--- src/rtl/cpu_instr_sequencer_pkg.sv ---
// cpu_instr_sequencer_pkg
// Shared definitions for the PIC10-compatible Q-phase sequencer:
// Q-phase and FSM state encodings, and opcode match masks/values
// for the 12-bit baseline instruction set.
package cpu_instr_sequencer_pkg;

    // Q-phase encoding, 0..3 = Q1..Q4
    typedef enum logic [1:0] {
        PH_Q1 = 2'd0,
        PH_Q2 = 2'd1,
        PH_Q3 = 2'd2,
        PH_Q4 = 2'd3
    } qphase_t;

    // Sequencer FSM states
    typedef enum logic [1:0] {
        ST_EXEC  = 2'd0,
        ST_FLUSH = 2'd1,
        ST_SLEEP = 2'd2
    } seq_state_t;

    // Opcode match masks and values (instr & MASK) == VAL
    localparam logic [11:0] OP_SLEEP_M  = 12'hFFF;
    localparam logic [11:0] OP_SLEEP_V  = 12'h003;
    localparam logic [11:0] OP_MOVWF_M  = 12'hFE0;
    localparam logic [11:0] OP_MOVWF_V  = 12'h020;
    localparam logic [11:0] OP_CLRW_M   = 12'hFFF;
    localparam logic [11:0] OP_CLRW_V   = 12'h040;
    localparam logic [11:0] OP_CLRF_M   = 12'hFE0;
    localparam logic [11:0] OP_CLRF_V   = 12'h060;
    localparam logic [11:0] OP_DECFSZ_M = 12'hFC0;
    localparam logic [11:0] OP_DECFSZ_V = 12'h2C0;
    localparam logic [11:0] OP_INCFSZ_M = 12'hFC0;
    localparam logic [11:0] OP_INCFSZ_V = 12'h3C0;
    localparam logic [11:0] OP_BCF_M    = 12'hF00;
    localparam logic [11:0] OP_BCF_V    = 12'h400;
    localparam logic [11:0] OP_BSF_M    = 12'hF00;
    localparam logic [11:0] OP_BSF_V    = 12'h500;
    localparam logic [11:0] OP_BTFSC_M  = 12'hF00;
    localparam logic [11:0] OP_BTFSC_V  = 12'h600;
    localparam logic [11:0] OP_BTFSS_M  = 12'hF00;
    localparam logic [11:0] OP_BTFSS_V  = 12'h700;
    localparam logic [11:0] OP_RETLW_M  = 12'hF00;
    localparam logic [11:0] OP_RETLW_V  = 12'h800;
    localparam logic [11:0] OP_CALL_M   = 12'hF00;
    localparam logic [11:0] OP_CALL_V   = 12'h900;
    localparam logic [11:0] OP_GOTO_M   = 12'hE00;
    localparam logic [11:0] OP_GOTO_V   = 12'hA00;
    // MOVLW/IORLW/ANDLW/XORLW all live in 11xx_xxxx_xxxx
    localparam logic [11:0] OP_LITALU_M = 12'hC00;
    localparam logic [11:0] OP_LITALU_V = 12'hC00;

    // True when the instruction word matches a mask/value pair
    function automatic logic op_match(input logic [11:0] instr,
                                      input logic [11:0] mask,
                                      input logic [11:0] val);
        return (instr & mask) == val;
    endfunction

    // Byte-oriented ops carrying a d bit (SUBWF 0x080 .. INCFSZ 0x3FF)
    function automatic logic is_byte_dop(input logic [11:0] instr);
        return (instr[11:10] == 2'b00) && (instr[9:7] != 3'b000);
    endfunction

    // Q counter advance with Q4 -> Q1 wrap
    function automatic qphase_t next_phase(input qphase_t ph);
        qphase_t nxt;
        case (ph)
            PH_Q1:   nxt = PH_Q2;
            PH_Q2:   nxt = PH_Q3;
            PH_Q3:   nxt = PH_Q4;
            default: nxt = PH_Q1;
        endcase
        return nxt;
    endfunction

endpackage

--- src/rtl/cpu_instr_sequencer_decoder.sv ---
// cpu_instr_decoder
// Purely combinational decode of the instruction register into the
// class flags the sequencer needs to build its Q4 strobes.
module cpu_instr_decoder
    import cpu_instr_sequencer_pkg::*;
(
    input  logic [11:0] instr,
    output logic        writes_w,
    output logic        writes_f,
    output logic        is_skip_z,
    output logic        is_btfsc,
    output logic        is_btfss,
    output logic        is_goto,
    output logic        is_call,
    output logic        is_retlw,
    output logic        is_sleep,
    output logic        uses_file
);

    logic w_byte_dop;
    logic w_dest_f;
    logic w_movwf;
    logic w_clrw;
    logic w_clrf;
    logic w_bit_op;
    logic w_bcf_bsf;
    logic w_lit_alu;

    assign w_byte_dop = is_byte_dop(instr);
    assign w_dest_f   = instr[5];
    assign w_movwf    = op_match(instr, OP_MOVWF_M, OP_MOVWF_V);
    assign w_clrw     = op_match(instr, OP_CLRW_M,  OP_CLRW_V);
    assign w_clrf     = op_match(instr, OP_CLRF_M,  OP_CLRF_V);
    assign w_bit_op   = (instr[11:10] == 2'b01);
    assign w_bcf_bsf  = op_match(instr, OP_BCF_M, OP_BCF_V)
                      | op_match(instr, OP_BSF_M, OP_BSF_V);
    assign w_lit_alu  = op_match(instr, OP_LITALU_M, OP_LITALU_V);

    // Class flags; anything not matched here falls through as a NOP
    always_comb begin
        is_goto   = op_match(instr, OP_GOTO_M,  OP_GOTO_V);
        is_call   = op_match(instr, OP_CALL_M,  OP_CALL_V);
        is_retlw  = op_match(instr, OP_RETLW_M, OP_RETLW_V);
        is_btfsc  = op_match(instr, OP_BTFSC_M, OP_BTFSC_V);
        is_btfss  = op_match(instr, OP_BTFSS_M, OP_BTFSS_V);
        is_sleep  = op_match(instr, OP_SLEEP_M, OP_SLEEP_V);
        is_skip_z = op_match(instr, OP_DECFSZ_M, OP_DECFSZ_V)
                  | op_match(instr, OP_INCFSZ_M, OP_INCFSZ_V);
        writes_w  = (w_byte_dop & ~w_dest_f) | w_clrw | w_lit_alu | is_retlw;
        writes_f  = (w_byte_dop &  w_dest_f) | w_movwf | w_clrf | w_bcf_bsf;
        uses_file = w_byte_dop | w_movwf | w_clrf | w_bit_op;
    end

endmodule

--- src/rtl/cpu_instr_sequencer.sv ---
// cpu_instr_sequencer
// Q1..Q4 phase sequencer and control unit for the PIC10-compatible core.
// Holds the instruction register, issues the Q4 datapath/PC/stack strobes
// and inserts forced-NOP flush slots after branches and taken skips.
// Optional SLEEP support is enabled by defining CPU_SLEEP_EN.
module cpu_instr_sequencer
    import cpu_instr_sequencer_pkg::*;
#(
    parameter logic [4:0]  SFR_TOP  = 5'd7,
    parameter logic [11:0] NOP_WORD = 12'h000
)(
    input  logic        clk,
    input  logic        rst,
    input  logic        run_en,
    input  logic [11:0] instr_in,
    input  logic        alu_zero_in,
    input  logic        wake_in,
    output logic [11:0] instruction_out,
    output logic [1:0]  q_phase,
    output logic        alu_in_select,
    output logic        store_alu_w,
    output logic        reg_write_en,
    output logic        status_commit,
    output logic        pc_inc,
    output logic        pc_load,
    output logic        stack_push,
    output logic        stack_pop,
    output logic        sleeping
);

    qphase_t    r_phase;
    seq_state_t r_state;
    logic       r_flush_skip;
    logic [11:0] r_ir;

    qphase_t    w_phase_nxt;
    seq_state_t w_state_nxt;
    logic       w_flush_skip_nxt;
    logic [11:0] w_ir_nxt;

    logic w_writes_w;
    logic w_writes_f;
    logic w_is_skip_z;
    logic w_is_btfsc;
    logic w_is_btfss;
    logic w_is_goto;
    logic w_is_call;
    logic w_is_retlw;
    logic w_is_sleep;
    logic w_uses_file;
    logic w_branch;
    logic w_skip_taken;
    logic w_sleep_take;
    logic w_wake;

    cpu_instr_decoder u_decoder (
        .instr     (r_ir),
        .writes_w  (w_writes_w),
        .writes_f  (w_writes_f),
        .is_skip_z (w_is_skip_z),
        .is_btfsc  (w_is_btfsc),
        .is_btfss  (w_is_btfss),
        .is_goto   (w_is_goto),
        .is_call   (w_is_call),
        .is_retlw  (w_is_retlw),
        .is_sleep  (w_is_sleep),
        .uses_file (w_uses_file)
    );

    assign w_branch     = w_is_goto | w_is_call | w_is_retlw;
    assign w_skip_taken = (w_is_skip_z & alu_zero_in)
                        | (w_is_btfsc  & alu_zero_in)
                        | (w_is_btfss  & ~alu_zero_in);

`ifdef CPU_SLEEP_EN
    assign w_sleep_take = w_is_sleep;
    assign w_wake       = wake_in;
    assign sleeping     = (r_state == ST_SLEEP);
`else
    logic w_unused_sleep;
    assign w_sleep_take   = 1'b0;
    assign w_wake         = 1'b0;
    assign sleeping       = 1'b0;
    assign w_unused_sleep = w_is_sleep | wake_in;
`endif

    assign instruction_out = r_ir;
    assign q_phase         = r_phase;

    // Phase/state/IR registers; reset aborts any instruction in flight
    always_ff @(posedge clk or negedge rst) begin
        if (!rst) begin
            r_phase      <= PH_Q1;
            r_state      <= ST_EXEC;
            r_flush_skip <= 1'b0;
            r_ir         <= NOP_WORD;
        end else begin
            r_phase      <= w_phase_nxt;
            r_state      <= w_state_nxt;
            r_flush_skip <= w_flush_skip_nxt;
            r_ir         <= w_ir_nxt;
        end
    end

    // Next-state and strobe decode; run_en low freezes state and kills strobes
    always_comb begin
        w_phase_nxt      = r_phase;
        w_state_nxt      = r_state;
        w_flush_skip_nxt = r_flush_skip;
        w_ir_nxt         = r_ir;
        store_alu_w      = 1'b0;
        reg_write_en     = 1'b0;
        status_commit    = 1'b0;
        pc_inc           = 1'b0;
        pc_load          = 1'b0;
        stack_push       = 1'b0;
        stack_pop        = 1'b0;
        alu_in_select    = (r_phase != PH_Q1) && w_uses_file && (r_ir[4:0] <= SFR_TOP);

        if (run_en) begin
            case (r_state)
                ST_EXEC: begin
                    w_phase_nxt = next_phase(r_phase);
                    if (r_phase == PH_Q1) begin
                        w_ir_nxt = instr_in;
                    end
                    if (r_phase == PH_Q4) begin
                        status_commit = 1'b1;
                        store_alu_w   = w_writes_w;
                        reg_write_en  = w_writes_f;
                        pc_load       = w_branch;
                        pc_inc        = ~w_branch;
                        stack_push    = w_is_call;
                        stack_pop     = w_is_retlw;
                        if (w_branch) begin
                            w_state_nxt      = ST_FLUSH;
                            w_flush_skip_nxt = 1'b0;
                        end else if (w_skip_taken) begin
                            w_state_nxt      = ST_FLUSH;
                            w_flush_skip_nxt = 1'b1;
                        end else if (w_sleep_take) begin
                            w_state_nxt = ST_SLEEP;
                        end
                    end
                end
                ST_FLUSH: begin
                    w_phase_nxt = next_phase(r_phase);
                    if (r_phase == PH_Q1) begin
                        w_ir_nxt = NOP_WORD;
                    end
                    if (r_phase == PH_Q4) begin
                        pc_inc           = r_flush_skip;
                        w_state_nxt      = ST_EXEC;
                        w_flush_skip_nxt = 1'b0;
                    end
                end
                ST_SLEEP: begin
                    w_phase_nxt = PH_Q1;
                    if (w_wake) begin
                        w_state_nxt = ST_EXEC;
                    end
                end
                default: begin
                    w_phase_nxt = PH_Q1;
                    w_state_nxt = ST_EXEC;
                end
            endcase
        end
    end

endmodule

--- config.mk ---
export PLATFORM = sky130hd
export DESIGN_NAME = cpu_instr_sequencer
export DESIGN_NICKNAME = d
export VERILOG_FILES = /design/src/rtl/cpu_instr_sequencer_pkg.sv /design/src/rtl/cpu_instr_sequencer_decoder.sv /design/src/rtl/cpu_instr_sequencer.sv
export SDC_FILE = /design/constraint.sdc
export NUM_CORES = 1
export LEC_CHECK = 0
export CAP_MARGIN = 30
export CORE_UTILIZATION = 37
export CTS_CLUSTER_SIZE = 12
export DETAILED_ROUTE_END_ITERATION = 8
export PLACE_DENSITY = 0.79
export SYNTH_ARGS = -nofsm -noshare
export SYNTH_HDL_FRONTEND = slang
export SYNTH_SLANG_ARGS = --single-unit
--- constraint.sdc ---
create_clock -name clk -period 1.7 [get_ports clk]
set_clock_uncertainty 0.15 [all_clocks]
set_input_delay 0.34 -clock clk [delete_from_list [all_inputs] [get_ports clk]]
set_output_delay 0.34 -clock clk [all_outputs]
set_load 0.005 [all_outputs]
==> qor.txt <==
Fin util: 78.58%
Final Cell Area: 0.001772 sq mm
Yosys reg bits: 16
Post-Synthesis Cell Area: 907.1 sq um
First-pass GRT wire length: 4836 um
Comb power frac: 69.3%
Worst vdd ir: 1.069 mV
DR pass1 iterations: 4
Gpl congestion: 0.7758
TritonCTS clock tree: done
Core area: 0.002255 sq mm
Commonest non-fill, non-tap cell in the layout: buf_4
Post-DRT Antenna Nets: 0
Initial cell density of the core: 40.23%
Kind of critical path: flop to output port
Syn_nets: 124
Hold_buf cts: 0
Routed vias: 1057
IO buf count: 37
R2r startpoint: q_phase[1]
Worst setup SP type: flop
Main synth FF type: dfrtp_1
Max Root-Sink Buffers: 2
Fmax: 451.8 MHz
Pwr per Cell Area: 1588 mW/mm^2
Reg2reg end: r_state[0]
Layout cells sized above 1: 40.76%
Sequential share of power: 23.5%
Reg2reg path depth: 9
Minimum clock period: 2214 ps
EDFF count, synth: 0
Worst R2R Setup Slack: 50 ps
DRT iter0 DRCs: 15
Total power: 2.814 mW
Synth async-reset ratio: 100.0%
Sw Pwr: 1.026 mW
Post-synthesis cell type count: 29
Die Height: 51.52 um
CP max FO: 2
Reg clk slew, reported paths: 100 ps
Pin count of the biggest net entering global routing: 25
Crit path arrival time: 1720 ps
DRC: 0
Cells after synthesis: 103
Via density per instance: 4.986
Die X: 51.52 um
Vias in the first global route: 1023
Clock power share: 7.2%
Detailed Place HPWL: 1959 um
Final #Nets: 207
Post-Route WL: 3032 um
Min-Delay Path Class: input port to async pin
Failing checks: setup timing
Mean cell area of the mapped netlist: 8.807 sq um
Max-Cap Viols: 0
Total CTS buffers: 3
Fin. Hold Viols: 0
CP Capture Type: output port
Setup TNS: -3012 ps
Root buffer cell: clkbuf_4
Crit path required time: 1210 ps
Status: finished, violations left
Later-pin clock latency in the skew report: 280 ps
RSZ-0062 raised after global routing: yes
Floorplan row count: 17
Boundary Pins: 40
H-tree depth: 1
GRT Total Usage: 25.09%
Syn. warnings: 0
Max Slew Vio Count: 0
Clock sink count: 16
Setup ws final: -513.6 ps
P_int: 1.788 mW
Setup violators final: 8
WL per Instance: 14.30 um
Grt ovf: 0
Die ar.: 0.002654 sq mm
Ant. Diodes: 0
Initial antenna violation count: 0
Switching share of total power: 36.45%
Fin crit share: 130.2%
Lkg Pwr: 0.9112 nW
P&R area growth vs syn: 95.31%
Post-placement cell area: 0.001504 sq mm
Commonest cells after routing, fill and taps aside: buf_4, buf_6, dfrtp_1, nand2_1
Post-synthesis sequential area ratio: 44.14%
per-stage QoR:
stage	hold slack [ps]	std cells	worst slack (ps)
after floorplan	-105.6	103	-45.33
after global placement	357.7	189	-651.4
after detailed placement	388.4	189	-743.1
after CTS	224.2	208	-552.2
after global routing	212.4	212	-562.8
final	217.8	212	-513.6
layer usage:
metal | part of all wire [%] | vias to the layer above | GRT usage [%]
met2 | 54 | 39 | 44.37
met4 | 1.4 | 0 | 9.459
met5 | 0 | - | 0
li1 | - | 511 | -
met1 | 39 | 501 | 30.52
met3 | 5.0 | 6 | 3.801
power by group through the flow:
stage	clock (mW)	sequential, mW	combinational, mW
finish	0.202	0.661	1.95
global route	0.226	0.688	2.12
CTS	0.204	0.658	1.79
detailed placement	0	0.665	1.50
global placement	0	0.654	1.43
floorplan	0	0.712	0.480
cell families (layout without fill, tap and decap cells):
logic type / count (synthesis) / after routing / synth area share [%]
and+or+nand+nor: 45 / 45 / 26.35
buffers and inverters: 10 / 91 / 4.688
AOI/OAI and AO/OA: 24 / 24 / 15.72
xor gates and xnor gates: 1 / 1 / 0.9657
muxes: 2 / 2 / 2.207
other: 1 / 1 / 0.4134
DFF: 16 / 16 / 44.14
adders and majority gates: 4 / 4 / 5.517
sequential cells by signal, indices dropped and copies added (netlist names):
name / count
r_flush_skip: 1
instruction_out: 12
r_state: 1
q_phase: 2
synth_stat cells, drive strengths merged, types with 3 or more instances:
cell,number,area (sq um)
a21oi,3,15.01
inv,4,15.01
nand2,17,63.81
nand2b,14,87.58
clkbuf,4,15.01
o21ai,14,70.06
ha,4,50.05
nor2,3,11.26
dfrtp,16,400.4
final cells by class:
| class | instances | area [sq um] |
|---|---|---|
| Timing Repair Buffer | 84 | 755.7 |
| Multi-Input combinational cell | 77 | 538.0 |
| Fill cell | 139 | 483.0 |
| Sequential cell | 16 | 400.4 |
| Tap cell | 28 | 35.03 |
| Clock buffer | 3 | 22.52 |
| Inverter | 4 | 20.02 |
worst max path at each step:
stage / startpoint / to / slack [ps]
4_1_cts: instruction_out[2] / store_alu_w / -550
5_1_grt: instruction_out[0] / store_alu_w / -560
2_1_floorplan: instruction_out[2] / store_alu_w / -50
6_report: instruction_out[2] / store_alu_w / -510
3_3_place_gp: run_en / stack_push / -650
3_5_place_dp: run_en / stack_pop / -740
what timing repair did:
action	CTS	global route
setup buffers	16	6
pin swaps	7	9
resized for setup	83	14
endpoints found under the setup margin	22	11
critical path: stages, from the launching register on:
cell	delay (ps)
dfrtp_1	380
or4b_1	520
o31a_1	270
o21ai_1	130
buf_2	130
Power figures use the tool's default switching activity.
